<file path="config.mk">
export PLATFORM = sky130hd
export DESIGN_NAME = serial_add_ctrl_flat
export DESIGN_NICKNAME = d
export VERILOG_FILES = /design/src/rtl/serial_add_if.sv /design/src/rtl/serial_add_ctrl.sv /design/src/flat_wrapper.sv
export SDC_FILE = /design/constraint.sdc
export NUM_CORES = 1
export LEC_CHECK = 0
export CAP_MARGIN = 20
export CORE_MARGIN = 4
export CORE_UTILIZATION = 45
export DETAILED_ROUTE_END_ITERATION = 12
export PLACE_DENSITY = 0.73
export SYNTH_ARGS = -nofsm -noshare
export SYNTH_HDL_FRONTEND = slang
export SYNTH_SLANG_ARGS = --single-unit
export TNS_END_PERCENT = 30
</file>
<file path="constraint.sdc">
create_clock -name clk -period 1.2 [get_ports clk]
set_clock_uncertainty 0.05 [all_clocks]
set_input_delay 0.24 -clock clk [delete_from_list [all_inputs] [get_ports clk]]
set_output_delay 0.24 -clock clk [all_outputs]
set_load 0.005 [all_outputs]
</file>
<file path="src/rtl/serial_add_if.sv">
// Handshake bundle between a sequencer and the bit-serial add/subtract controller.
interface serial_add_if #(
    parameter int WIDTH = 8
);
    logic             start;
    logic             sub;
    logic [WIDTH-1:0] op_a;
    logic [WIDTH-1:0] op_b;
    logic             busy;
    logic             done;
    logic [WIDTH-1:0] sum;
    logic             cout;
    logic             ovf;

    modport master (
        output start, sub, op_a, op_b,
        input  busy, done, sum, cout, ovf
    );

    modport slave (
        input  start, sub, op_a, op_b,
        output busy, done, sum, cout, ovf
    );
endinterface

</file>
<file path="src/rtl/serial_add_ctrl.sv">
// Bit-serial add/subtract: operands stream LSB-first through one shared 1-bit full adder,
// the carry is held between cycles and the result is assembled in a shift register.
module full_add (
    input  logic a,
    input  logic b,
    input  logic ci,
    output logic s,
    output logic co
);
    assign s  = a ^ b ^ ci;
    assign co = (a & b) | (ci & (a ^ b));
endmodule

module serial_add_ctrl #(
    parameter int WIDTH = 8
) (
    input  logic         clk,
    input  logic         rst,
    serial_add_if.slave  bus
);
    localparam int CW = $clog2(WIDTH);

    typedef enum logic [1:0] {IDLE, SHIFT, DONE} state_t;

    state_t           state_reg;
    logic [WIDTH-1:0] a_sr_reg;
    logic [WIDTH-1:0] b_sr_reg;
    logic [WIDTH-1:0] sum_reg;
    logic [CW-1:0]    count_reg;
    logic             carry_reg;
    logic             busy_reg;
    logic             done_reg;
    logic             cout_reg;
    logic             ovf_reg;

    logic fa_s;
    logic fa_co;
    logic last_bit;

    full_add u_full_add (
        .a  (a_sr_reg[0]),
        .b  (b_sr_reg[0]),
        .ci (carry_reg),
        .s  (fa_s),
        .co (fa_co)
    );

    assign last_bit = (count_reg == CW'(WIDTH - 1));

    always_ff @(posedge clk) begin
        if (rst) begin
            state_reg <= IDLE;
            a_sr_reg  <= '0;
            b_sr_reg  <= '0;
            sum_reg   <= '0;
            count_reg <= '0;
            carry_reg <= 1'b0;
            busy_reg  <= 1'b0;
            done_reg  <= 1'b0;
            cout_reg  <= 1'b0;
            ovf_reg   <= 1'b0;
        end else begin
            case (state_reg)
                IDLE, DONE: begin
                    done_reg <= 1'b0;
                    if (bus.start) begin
                        // Subtraction is A + ~B + 1: invert B and seed the carry with 1.
                        a_sr_reg  <= bus.op_a;
                        b_sr_reg  <= bus.sub ? ~bus.op_b : bus.op_b;
                        carry_reg <= bus.sub;
                        count_reg <= '0;
                        sum_reg   <= '0;
                        cout_reg  <= 1'b0;
                        ovf_reg   <= 1'b0;
                        busy_reg  <= 1'b1;
                        state_reg <= SHIFT;
                    end else begin
                        state_reg <= IDLE;
                    end
                end
                SHIFT: begin
                    sum_reg   <= {fa_s, sum_reg[WIDTH-1:1]};
                    carry_reg <= fa_co;
                    a_sr_reg  <= a_sr_reg >> 1;
                    b_sr_reg  <= b_sr_reg >> 1;
                    count_reg <= count_reg + CW'(1);
                    if (last_bit) begin
                        // Signed overflow: carry into the MSB differs from carry out of it.
                        cout_reg  <= fa_co;
                        ovf_reg   <= carry_reg ^ fa_co;
                        busy_reg  <= 1'b0;
                        done_reg  <= 1'b1;
                        state_reg <= DONE;
                    end
                end
                default: state_reg <= IDLE;
            endcase
        end
    end

    assign bus.busy = busy_reg;
    assign bus.done = done_reg;
    assign bus.sum  = sum_reg;
    assign bus.cout = cout_reg;
    assign bus.ovf  = ovf_reg;
endmodule

</file>
<file path="src/flat_wrapper.sv">
// flat-port wrapper written by rule: the top's interface ports become plain ports
module serial_add_ctrl_flat 
#(
    parameter int WIDTH = 8
)
  (clk, rst, bus_start, bus_sub, bus_op_a, bus_op_b, bus_busy, bus_done, bus_sum, bus_cout, bus_ovf);
  serial_add_if #(.WIDTH(WIDTH)) bus_i ();
  input  logic clk;
  input  logic rst;
  input wire logic [$bits(bus_i.start)-1:0] bus_start;
  input wire logic [$bits(bus_i.sub)-1:0] bus_sub;
  input wire logic [$bits(bus_i.op_a)-1:0] bus_op_a;
  input wire logic [$bits(bus_i.op_b)-1:0] bus_op_b;
  output wire logic [$bits(bus_i.busy)-1:0] bus_busy;
  output wire logic [$bits(bus_i.done)-1:0] bus_done;
  output wire logic [$bits(bus_i.sum)-1:0] bus_sum;
  output wire logic [$bits(bus_i.cout)-1:0] bus_cout;
  output wire logic [$bits(bus_i.ovf)-1:0] bus_ovf;
  assign bus_i.start = bus_start;
  assign bus_i.sub = bus_sub;
  assign bus_i.op_a = bus_op_a;
  assign bus_i.op_b = bus_op_b;
  assign bus_busy = bus_i.busy;
  assign bus_done = bus_i.done;
  assign bus_sum = bus_i.sum;
  assign bus_cout = bus_i.cout;
  assign bus_ovf = bus_i.ovf;
  serial_add_ctrl #(.WIDTH(WIDTH)) u_core (.clk(clk), .rst(rst), .bus(bus_i));
endmodule
</file>
# Word level (Yosys, flattened, before mapping)
# Cells that the tools add are included.
# word_totals
regBits	34
latch_bits	0
ram_bits	0
mem_bits_ro	0
inputBits	20
out_inout_bits	12
word_cells	53
memories	0
# op_classes
addsub	1
multipliers	0
div_mod_pow	0
order_cmp	0
n_eq_ne	5
shift	0
mux	24
bitwise_logic	7
n_reduce_logical	6
# op_table
cell	n
$pmux W8 S2	3
$mux W8	4
$pmux W1 S2	5
$mux W1	8
$not A8 Y8	1
$pmux W3 S2	1
$pmux W2 S2	1
$reduce_and A2 Y1	2
$add A3 B1 Y3 const B	1
$eq A3 B3 Y1 const B	1
$mux W3	1
$reduce_and A3 Y1	1
$xor A1 B1 Y1	3
$and A1 B1 Y1	2
$eq A2 B1 Y1 const B	1
$eq A2 B2 Y1 const B	1
$logic_not A2 Y1	1
$mux W2	1
$ne A2 B1 Y1 const B	1
$ne A2 B2 Y1 const B	1
$reduce_bool A2 Y1	1
$reduce_or A2 Y1	1
$or A1 B1 Y1	1

# Depth between registers and ports, before layout
# Gate-level depths: netlist of run 1.
# logic_depth
ltp_word	6
mapped_depth	5
mapped_depth_nobuf	5

# By module
# A second synthesis of run 1 with hierarchy kept.
# hier_totals
cells_unflattened	165
area_unflattened_um2	1505.2
# by_module_without_submodules
mod	instances	cells_per_inst	area_each_um2	seq_area_each_um2
serial_add_ctrl	1	164	1485.2	680.7
full_add	1	1	20.0	0.0

# Least setup slack after synthesis of run 1
# OpenSTA, ideal clock, no wires.
# synth_path
path_kind	reg2reg
from	register u_core.a_sr_reg[0]
to	register u_core.ovf_reg, in the netlist u_core.bus.ovf
setup_time_ps	67
t_arrival_ps	1155
required_time_ps	1083
path_slack_ps	-73
stages_incl_launch_ff	5
n_path_buf	0
synth_period_minus_slack_ps	1273
path_cell_list	dfxtp_1 > fa_1 > xor2_1 > nand3_2 > a21oi_2
# synth_via
elab_chain_len	6
word_cells_on_any_way	7
classes_between	mux: 2; bitwise: 5
# synth_lines
item	line_no	rtl
from (decl)	serial_add_ctrl.sv:26	logic [WIDTH-1:0] a_sr_reg;
from (signal assigned)	serial_add_ctrl.sv:68	a_sr_reg <= bus.op_a;
from (signal assigned)	serial_add_ctrl.sv:84	a_sr_reg <= a_sr_reg >> 1;
$xor A1 B1 Y1	serial_add_ctrl.sv:11	assign co = (a & b) | (ci & (a ^ b));
$and A1 B1 Y1	serial_add_ctrl.sv:11	
$or A1 B1 Y1 (*)	serial_add_ctrl.sv:11	
$xor A1 B1 Y1 (*)	serial_add_ctrl.sv:90	ovf_reg <= carry_reg ^ fa_co;
$mux W1 (*)	serial_add_ctrl.sv:87	if (last_bit) begin
$pmux W1 S2 (*)	serial_add_ctrl.sv:63	case (state_reg)
to (signal assigned)	serial_add_ctrl.sv:90	
to (decl)	serial_add_ctrl.sv:34	logic ovf_reg;
# Every way passes the cells marked *; elsewhere a longest branch is shown, timed or not. The select of a mux whose other input is x is not followed.
# A chain may end at the register's enable or synchronous reset.

# Worst setup path in the final report of run 1
# layout_path
from	register u_core.b_sr_reg[0]
to	register u_core.ovf_reg, in the netlist u_core.bus.ovf
# layout_via
elab_chain_len	6
word_cells_on_any_way	7
classes_between	mux: 2; bitwise: 5
# layout_lines
item	line_no	rtl
from (decl)	serial_add_ctrl.sv:27	logic [WIDTH-1:0] b_sr_reg;
from (signal assigned)	serial_add_ctrl.sv:69	b_sr_reg <= bus.sub ? ~bus.op_b : bus.op_b;
from (signal assigned)	serial_add_ctrl.sv:85	b_sr_reg <= b_sr_reg >> 1;
$xor A1 B1 Y1	serial_add_ctrl.sv:11	
$and A1 B1 Y1	serial_add_ctrl.sv:11	
$or A1 B1 Y1 (*)	serial_add_ctrl.sv:11	
$xor A1 B1 Y1 (*)	serial_add_ctrl.sv:90	
$mux W1 (*)	serial_add_ctrl.sv:87	
$pmux W1 S2 (*)	serial_add_ctrl.sv:63	
# Marked as above.

==> reports/results.tsv, run 1 <==
metric	value	unit
post_synthesis_cells	165	
setup_viol	2	
min_path_type	register to register	
synth.ff_latch_count	34	
fin_crit_sh	1.05	
grt_setup_unrepaired	true	
post_route_cells_drive_above_1_share	0.333	
startpoint_type_of_the_worst_setup_path	register	
horizontal_die_dimension	65.9	µm
grt_first_pass_wirelength	5380	µm
critPathMaxFanout	3	
worst_setup_path_end_kind	register	
port_buffers	31	
min_delay_path_depth	2	
layout.nets	228	
antenna_violating_nets_remaining	0	
root_buffer	sky130_fd_sc_hd__clkbuf_4	
detailedPlacementHpwl	2070	µm
ir_drop_worst_vdd	0.000727	V
power.share.clock	0.272	
cell_internal_pwr	1.68	mW
finalHoldViolations	0	
globalRouteOverflowTotal	0	
least_margin_pin_slew	218	ps
top_level_ports	32	
synth_area	1510	µm²
total_switching_power	607	µW
wl_per_cell	13.9	µm
max-slew-margin-rel	0.854	
starting_drt_drc_count	76	
clock_tree_from_tritoncts	yes	
synth.lib_cells_used.distinct	25	
globalRouteTotalUtil	0.162	
p_per_area	1090	nW/µm²
initial_core_utilization	0.482	
critical_path_required	1420	ps
cts_max_path_buffers	2	
grt_start_max_net_pins	35	
timing.final.max_slew_violations	0	
clkLatencyLatePin	330	ps
nFillCells	278	
cts.reportedPaths.clkPinSlew	100	ps
criticalPathCategory	register to register	
yosysTopAreaCellShare	0.452	
synthTopCellsByArea	sky130_fd_sc_hd__dfxtp_1 45%, sky130_fd_sc_hd__nand3_1 10%, sky130_fd_sc_hd__a21oi_1 10%	
layout_common_cells	30 x sky130_fd_sc_hd__nand3_1, 30 x sky130_fd_sc_hd__a21oi_1, 19 x sky130_fd_sc_hd__clkdlybuf4s50_1	
drc_errors	0	
highest_clock_rate	792	MHz
placed_cells_incl_taps	235	
first_global_vias	1305	
status	finished with violations	
p_total	2.29	mW
cts_sinks	34	
areaGrowthSynthToFinish	38.7	%
final.setup.worst_slack	-63.3	ps
gp_congestion	0.714	
power_frac_seq	0.536	
count_of_warnings_emitted_by_yosys	0	
cts_made_buffers	5	
p_leak	0.761	nW
vias_per_cell	5.38	
initial_antenna_violation_count	0	
post-route-min-period	1260	ps
worst_ep_arrival_time	1480	ps
sequential_element_share_of_the_synthesized_area	0.452	
dr.pass1.iters	4	
violated_checks	setup timing	
ff2ff_path_depth	4	
die_height	65.9	µm
cap_viol_max_count	0	
hold-worst-slack	417	ps
routed-via-count	1333	
finish.utilization	0.668	
cts_max_level	2	
wl	3450	µm
synth.avg_cell_area	9.13	µm²
num_antenna_cells	0	
finalNonFillerCells	248	
cts_hold_buffers	0	
post_synth_top_area_cell	sky130_fd_sc_hd__dfxtp_1	
floorplan.rows	20	
floorplan.die_area	4340	µm²
combinationalPowerShare	0.192	
power_switching_share	0.265	
synthesis.nets	188	
core_region_area	3130	µm²
## Yosys cell counts, drive strengths merged
library cell / n
nand3: 32
nand3b: 1
o21ai: 1
fa: 1
nor2: 3
inv: 1
xor2: 9
dfxtp: 34
o21a: 1
ha: 2
a21oi: 31
clkbuf: 4
buf: 12
nor3b: 1
nor2b: 1
a22oi: 15
nand2b: 3
and2b: 1
nand2: 12
## final timing paths
kind | from | to | slack [ps]
min reg2reg | u_core.bus.sum[0] | u_core.bus.sum[0] | 420
max reg2reg | u_core.b_sr_reg[0] | u_core.bus.ovf | -60
min | u_core.bus.sum[0] | u_core.bus.sum[0] | 420
max | u_core.b_sr_reg[0] | u_core.bus.ovf | -60
## logic make-up after synthesis
| kind of cell | Yosys count | synth area share |
|---|---|---|
| xor+xnor | 9 | 0.0523 |
| fa+ha+maj | 3 | 0.0299 |
| compound gates | 48 | 0.215 |
| simple gates | 54 | 0.179 |
| flops | 34 | 0.452 |
| buf+inv | 17 | 0.0722 |
## critical path, cell delays in order (launching register included)
cell	delay (ps)
sky130_fd_sc_hd__dfxtp_2	340
sky130_fd_sc_hd__fa_2	430
sky130_fd_sc_hd__xor2_2	160
sky130_fd_sc_hd__nand3_2	100
sky130_fd_sc_hd__a21oi_2	120
## stage by stage
step	setup slack [ps]	area, µm²	setup TNS (ps)
2_1_floorplan	10.7	1510	0
3_3_place_gp	-229	1920	-5150
3_5_place_dp	-285	1920	-6280
4_1_cts	-79.6	2030	-138
5_1_grt	-102	2090	-314
6_report	-63.3	2090	-70.3
## power groups by stage
stage / Sequential, mW / Combinational, mW / Clock (mW)
after floorplan: 1.24 / 0.246 / 0
after CTS: 1.22 / 0.400 / 0.636
after global placement: 1.24 / 0.383 / 0
after detailed placement: 1.25 / 0.397 / 0
after global routing: 1.23 / 0.480 / 0.694
final: 1.23 / 0.439 / 0.621
## what timing repair did
action,in CTS,in global routing
cloned,0,2
setup endpoints to repair,15,32
setup buffers,5,0
resized for setup,37,22
pin swaps,1,3
## area by class of cell
type,count,area [µm²],share of cell area
well taps,44,55.1,0.0263
multi-input cells,114,774,0.371
clock buffers,6,51.3,0.0246
repair buffers,49,503,0.241
inverters,1,3.75,0.00180
flip-flops and latches,34,702,0.336
## per-layer routing
| layer | up-vias | global-route usage | share of wire |
|---|---|---|---|
| met5 | - | 0 | 0 |
| met4 | 0 | 0.0699 | 0.014 |
| met3 | 6 | 0.0646 | 0.048 |
| met2 | 35 | 0.288 | 0.51 |
| met1 | 633 | 0.167 | 0.43 |
| li1 | 659 | - | - |
No activity file was read; power rests on OpenSTA's default activity.
==> inputs of run 2 (changes only) <==
--- a/config.mk
+++ b/config.mk
@@ -10,6 +10,7 @@
 export CORE_UTILIZATION = 45
 export DETAILED_ROUTE_END_ITERATION = 12
 export PLACE_DENSITY = 0.73
+export RECOVER_POWER = 25
 export SYNTH_ARGS = -nofsm -noshare
 export SYNTH_HDL_FRONTEND = slang
 export SYNTH_SLANG_ARGS = --single-unit
==> reports/results.tsv, run 2 (synthesis gave the netlist of run 1 again) <==
metric	value	unit
cts.reportedPaths.clkPinSlew	100	ps
post-route-min-period	1260	ps
power.share.clock	0.272	
worst_ep_arrival_time	1480	ps
p_total	2.29	mW
layout.nets	228	
grt_first_pass_wirelength	5380	µm
grt_setup_unrepaired	true	
port_buffers	31	
critical_path.startpoint	u_core.b_sr_reg[0]	
horizontal_die_dimension	65.9	µm
p_leak	0.759	nW
layout_common_cells	30 x sky130_fd_sc_hd__nand3_1, 30 x sky130_fd_sc_hd__a21oi_1, 20 x sky130_fd_sc_hd__dfxtp_1	
vias_per_cell	5.38	
worst_setup_path_end_kind	register	
post_route_cells_drive_above_1_share	0.319	
die_height	65.9	µm
initial_core_utilization	0.482	
power_switching_share	0.265	
drc_errors	0	
root_buffer	sky130_fd_sc_hd__clkbuf_4	
floorplan.rows	20	
timing.final.max_slew_violations	0	
grt_start_max_net_pins	35	
cts_max_path_buffers	2	
globalRouteTotalUtil	0.162	
placed_cells_incl_taps	235	
top_level_ports	32	
starting_drt_drc_count	76	
clock_tree_from_tritoncts	yes	
fin_crit_sh	1.05	
highest_clock_rate	792	MHz
gp_congestion	0.714	
p_per_area	1100	nW/µm²
fin_setup_tns	-70.3	ps
worstReg2RegStart	u_core.b_sr_reg[0]	
finalHoldViolations	0	
routed-via-count	1333	
cell_internal_pwr	1.68	mW
floorplan.die_area	4340	µm²
ir_drop_worst_vdd	0.000727	V
antenna_violating_nets_remaining	0	
dr.pass1.iters	4	
max-slew-margin-rel	0.854	
cts_max_level	2	
critical_path_required	1420	ps
finish.utilization	0.667	
globalRouteOverflowTotal	0	
initial_antenna_violation_count	0	
setup_viol	2	
hold_path_startpoint	u_core.bus.sum[0]	
core_region_area	3130	µm²
first_global_vias	1305	
cap_viol_max_count	0	
cts_made_buffers	5	
num_antenna_cells	0	
startpoint_type_of_the_worst_setup_path	register	
detailedPlacementHpwl	2070	µm
cts_hold_buffers	0	
min_path_type	register to register	
hold-worst-slack	417	ps
critPathMaxFanout	3	
wl	3450	µm
criticalPathCategory	register to register	
cts_sinks	34	
combinationalPowerShare	0.192	
power_frac_seq	0.536	
areaGrowthSynthToFinish	38.5	%
final.setup.worst_slack	-63.3	ps
multiInputGateArea	774	µm²
finalNonFillerCells	248	
area_of_all_sequential_standard_cells	698	µm²
clkLatencyLatePin	330	ps
violated_checks	setup timing	
least_margin_pin_slew	218	ps
status	finished with violations	
total_switching_power	607	µW
wl_per_cell	13.9	µm
nFillCells	280	
-- run 2: cell types whose count changed in the layout (fill, tap and decap cells not counted) --
cell	change
sky130_fd_sc_hd__dfxtp_1	+3
sky130_fd_sc_hd__dfxtp_2	-3
-- run 2: power by group through the flow --
stage               sequential [mW]  clock (mW)  combinational, mW
floorplan                      1.24           0              0.246
global placement               1.24           0              0.383
detailed placement             1.25           0              0.397
CTS                            1.22       0.636              0.400
global route                   1.23       0.694              0.479
finish                         1.23       0.621              0.439
-- run 2: cell type report --
class	instances	area share
Multi-Input combinational cell	114	0.371
Tap cell	44	0.0264
Timing Repair Buffer	49	0.241
Clock buffer	6	0.0246
Sequential cell	34	0.335
Inverter	1	0.00180
-- run 2: final timing paths --
path,to,slack [ps],cells past startpoint
hold reg to reg,u_core.bus.sum[0],420,2
setup / recovery,u_core.bus.ovf,-60,4
setup reg to reg,u_core.bus.ovf,-60,4
hold / removal,u_core.bus.sum[0],420,2
-- run 2: routing by layer --
metal  routed length (µm)  vias up  GRT usage
li1                     -      659          -
met2                 1770       35      0.288
met1                 1470      633      0.167
met4                   47        0     0.0699
met3                  167        6     0.0646
met5                    0        -          0
-- run 2: critical path: stages (launching register included) --
cell	delay (ps)
sky130_fd_sc_hd__dfxtp_2	340
sky130_fd_sc_hd__fa_2	430
sky130_fd_sc_hd__xor2_2	160
sky130_fd_sc_hd__nand3_2	100
sky130_fd_sc_hd__a21oi_2	120
-- run 2: through the flow --
stage                     setup slack, ps  instance area [µm²]
final                               -63.3                 2090
after global routing                 -102                 2090
after CTS                           -79.6                 2030
after detailed placement             -285                 1920
after global placement               -229                 1920
after floorplan                      10.7                 1510
-- run 2: timing repair --
action / in CTS / in global routing
setup buffers: 5 / 0
setup endpoints to repair: 15 / 32
pin swaps: 1 / 3
resized for setup: 37 / 22
cloned: 0 / 2
endpoints found under the hold margin: 0 / 0
==> inputs of run 3 (changes only) <==
--- a/config.mk
+++ b/config.mk
@@ -5,6 +5,7 @@
 export SDC_FILE = /design/constraint.sdc
 export NUM_CORES = 1
 export LEC_CHECK = 0
+export ABC_AREA = 1
 export CAP_MARGIN = 20
 export CORE_MARGIN = 4
 export CORE_UTILIZATION = 45
==> reports/results.tsv, run 3 <==
metric	value	unit
violated_checks	setup timing	
worst_ep_arrival_time	1440	ps
areaGrowthSynthToFinish	40.6	%
ir_drop_worst_vdd	0.000758	V
synth.cells.most_frequent	84 x sky130_fd_sc_hd__nand2_1, 34 x sky130_fd_sc_hd__dfxtp_1, 23 x sky130_fd_sc_hd__nand3_1	
floorplan.die_area	4390	µm²
power_frac_seq	0.518	
initial_core_utilization	0.484	
cts_sinks	34	
total_switching_power	686	µW
post_route_cells_drive_above_1_share	0.285	
criticalPathCategory	register to register	
setup_viol	3	
highest_clock_rate	799	MHz
least_margin_pin_slew	432	ps
yosysTopAreaCellShare	0.446	
num_antenna_cells	0	
cts_hold_buffers	0	
p_total	2.36	mW
cts_max_path_buffers	2	
root_buffer	sky130_fd_sc_hd__clkbuf_4	
nFillCells	287	
startpoint_type_of_the_worst_setup_path	register	
crit_path_end	u_core.bus.cout	
combinationalPowerShare	0.185	
top_level_ports	32	
detailedPlacementHpwl	2180	µm
globalRouteOverflowTotal	0	
post_synthesis_cells	218	
drc_errors	0	
finish.utilization	0.680	
core_region_area	3150	µm²
wl_per_cell	12.3	µm
hold_path_startpoint	bus_start	
ff2ff_path_depth	4	
post_synth_top_area_cell	sky130_fd_sc_hd__dfxtp_1	
synthTopCellsByArea	sky130_fd_sc_hd__dfxtp_1 45%, sky130_fd_sc_hd__nand2_1 21%, sky130_fd_sc_hd__nand3_1 7.5%	
globalRouteTotalUtil	0.174	
wl	3870	µm
antenna_violating_nets_remaining	0	
port_buffers	31	
regToRegSetupSlack	-50	ps
gp_congestion	0.775	
grt_start_max_net_pins	28	
die_height	66.2	µm
ys_flop_type	sky130_fd_sc_hd__dfxtp_1	
worst_r2r_endpoint	u_core.bus.cout	
post-synth-top-count-cell	sky130_fd_sc_hd__nand2_1	
layout_common_cells	80 x sky130_fd_sc_hd__nand2_1, 22 x sky130_fd_sc_hd__nand3_1, 20 x sky130_fd_sc_hd__a21oi_1	
finalHoldViolations	0	
starting_drt_drc_count	77	
dr.pass1.iters	4	
p_leak	1.02	nW
worstReg2RegStart	u_core.carry_reg	
power.share.clock	0.297	
floorplan.rows	20	
synth_enable_flop_cells	0	
max-slew-margin-rel	0.712	
synth_area	1530	µm²
vias_per_cell	4.86	
worst_path_max_delay_cell	sky130_fd_sc_hd__fa_2	
layout.nets	292	
initial_antenna_violation_count	0	
first_global_vias	1412	
fin_crit_sh	1.04	
min_path_type	input port to register	
timing.critical_path.cells	fa_2 > buf_4 > nand3_1 > a21oi_2	
grt_first_pass_wirelength	5920	µm
cts_made_buffers	5	
power_switching_share	0.290	
clock_tree_from_tritoncts	yes	
routed-via-count	1527	
final_common_cell	sky130_fd_sc_hd__nand2_1	
synth.lib_cells_used.distinct	21	
horizontal_die_dimension	66.2	µm
cap_viol_max_count	0	
final.setup.worst_slack	-51.1	ps
timing.final.max_slew_violations	0	
count_of_warnings_emitted_by_yosys	0	
synth.ff_latch_count	34	
synth.avg_cell_area	7.00	µm²
critPathMaxFanout	3	
sequential_element_share_of_the_synthesized_area	0.446	
clkLatencyLatePin	340	ps
cts.reportedPaths.clkPinSlew	130	ps
worst_setup_path_end_kind	register	
ys_async_sr_fraction	0	
fin_setup_tns	-130	ps
cp_slowest_stage_delay	420	ps
status	finished with violations	
critical_path_required	1390	ps
cell_internal_pwr	1.68	mW
post-route-min-period	1250	ps
grt_setup_unrepaired	true	
cts_max_level	2	
p_per_area	1100	nW/µm²
critical_path.startpoint	u_core.carry_reg	
synthesis.nets	241	
run 3: changes by cell type after synthesis, sizes merged, moves of 5 or more:
cell	change
xor2	-8
a22oi	-15
nand3	-9
buf	-5
nor2	+9
inv	+21
a21oi	-9
nand2	+74
run 3: power by group through the flow:
stage	combinational, mW	clock (mW)	sequential, mW
after floorplan	0.234	0	1.24
after global placement	0.388	0	1.24
after detailed placement	0.390	0	1.24
after CTS	0.397	0.690	1.22
after global routing	0.492	0.764	1.23
final	0.436	0.703	1.22
run 3: worst min path at each step:
stage	slack (ps)	to	cells after the start
3_5_place_dp	410	u_core.bus.sum[0]	2
2_1_floorplan	260	u_core.bus.sum[1]	1
5_1_grt	300	u_core.count_reg[0]	4
6_report	270	u_core.count_reg[0]	4
4_1_cts	410	u_core.a_sr_reg[7]	3
3_3_place_gp	400	u_core.bus.cout	2
run 3: cell type report:
cell class,instances,area (µm²),share of cell area
Multi-Input combinational cell,153,768,0.358
Sequential cell,34,701,0.327
Timing Repair Buffer,53,469,0.219
Inverter,22,87.6,0.0408
Tap cell,44,55.1,0.0257
Clock buffer,6,51.3,0.0239
Clock inverter,2,12.5,0.00583
run 3: stage by stage:
| stage | worst slack [ps] | instance area [µm²] | hold WS [ps] | instances |
|---|---|---|---|---|
| after detailed placement | -303 | 1960 | 406 | 297 |
| after global placement | -286 | 1960 | 401 | 297 |
| final | -51.1 | 2140 | 270 | 314 |
| after floorplan | 30.4 | 1530 | 259 | 218 |
| after CTS | 2.44 | 2100 | 411 | 312 |
| after global routing | -100 | 2140 | 297 | 314 |
run 3: critical path: cells and delay by family, from the launching register on:
kind / cells / cell delay (ps)
adders and majority gates: 1 / 420
DFF: 1 / 360
buffers and inverters: 1 / 140
and+or+nand+nor: 1 / 100
AOI/OAI and AO/OA: 1 / 70
run 3: repair_timing:
action,4_1_cts,5_1_grt
pin swaps,1,6
resized for setup,45,30
endpoints found under the setup margin,34,45
cloned,0,1
setup buffers,7,1
run 3: cells by family (layout without fill, tap and decap cells):
logic type | after synthesis | in the layout | share of synthesized area
AND/OR/NAND/NOR | 121 | 121 | 0.330
AO/OA/AOI/OAI | 27 | 27 | 0.0902
adder cells (fa/ha/maj) | 3 | 3 | 0.0295
flip-flops | 34 | 34 | 0.446
XOR/XNOR | 2 | 2 | 0.0115
buffers and inverters | 31 | 83 | 0.0927
run 3: layer usage:
layer / GRT usage / wire [µm] / vias to the layer above
met2: 0.299 / 2050 / 33
li1: - / - / 787
met5: 0 / 0 / -
met3: 0.0459 / 217 / 7
met4: 0.0736 / 38 / 0
met1: 0.201 / 1570 / 700
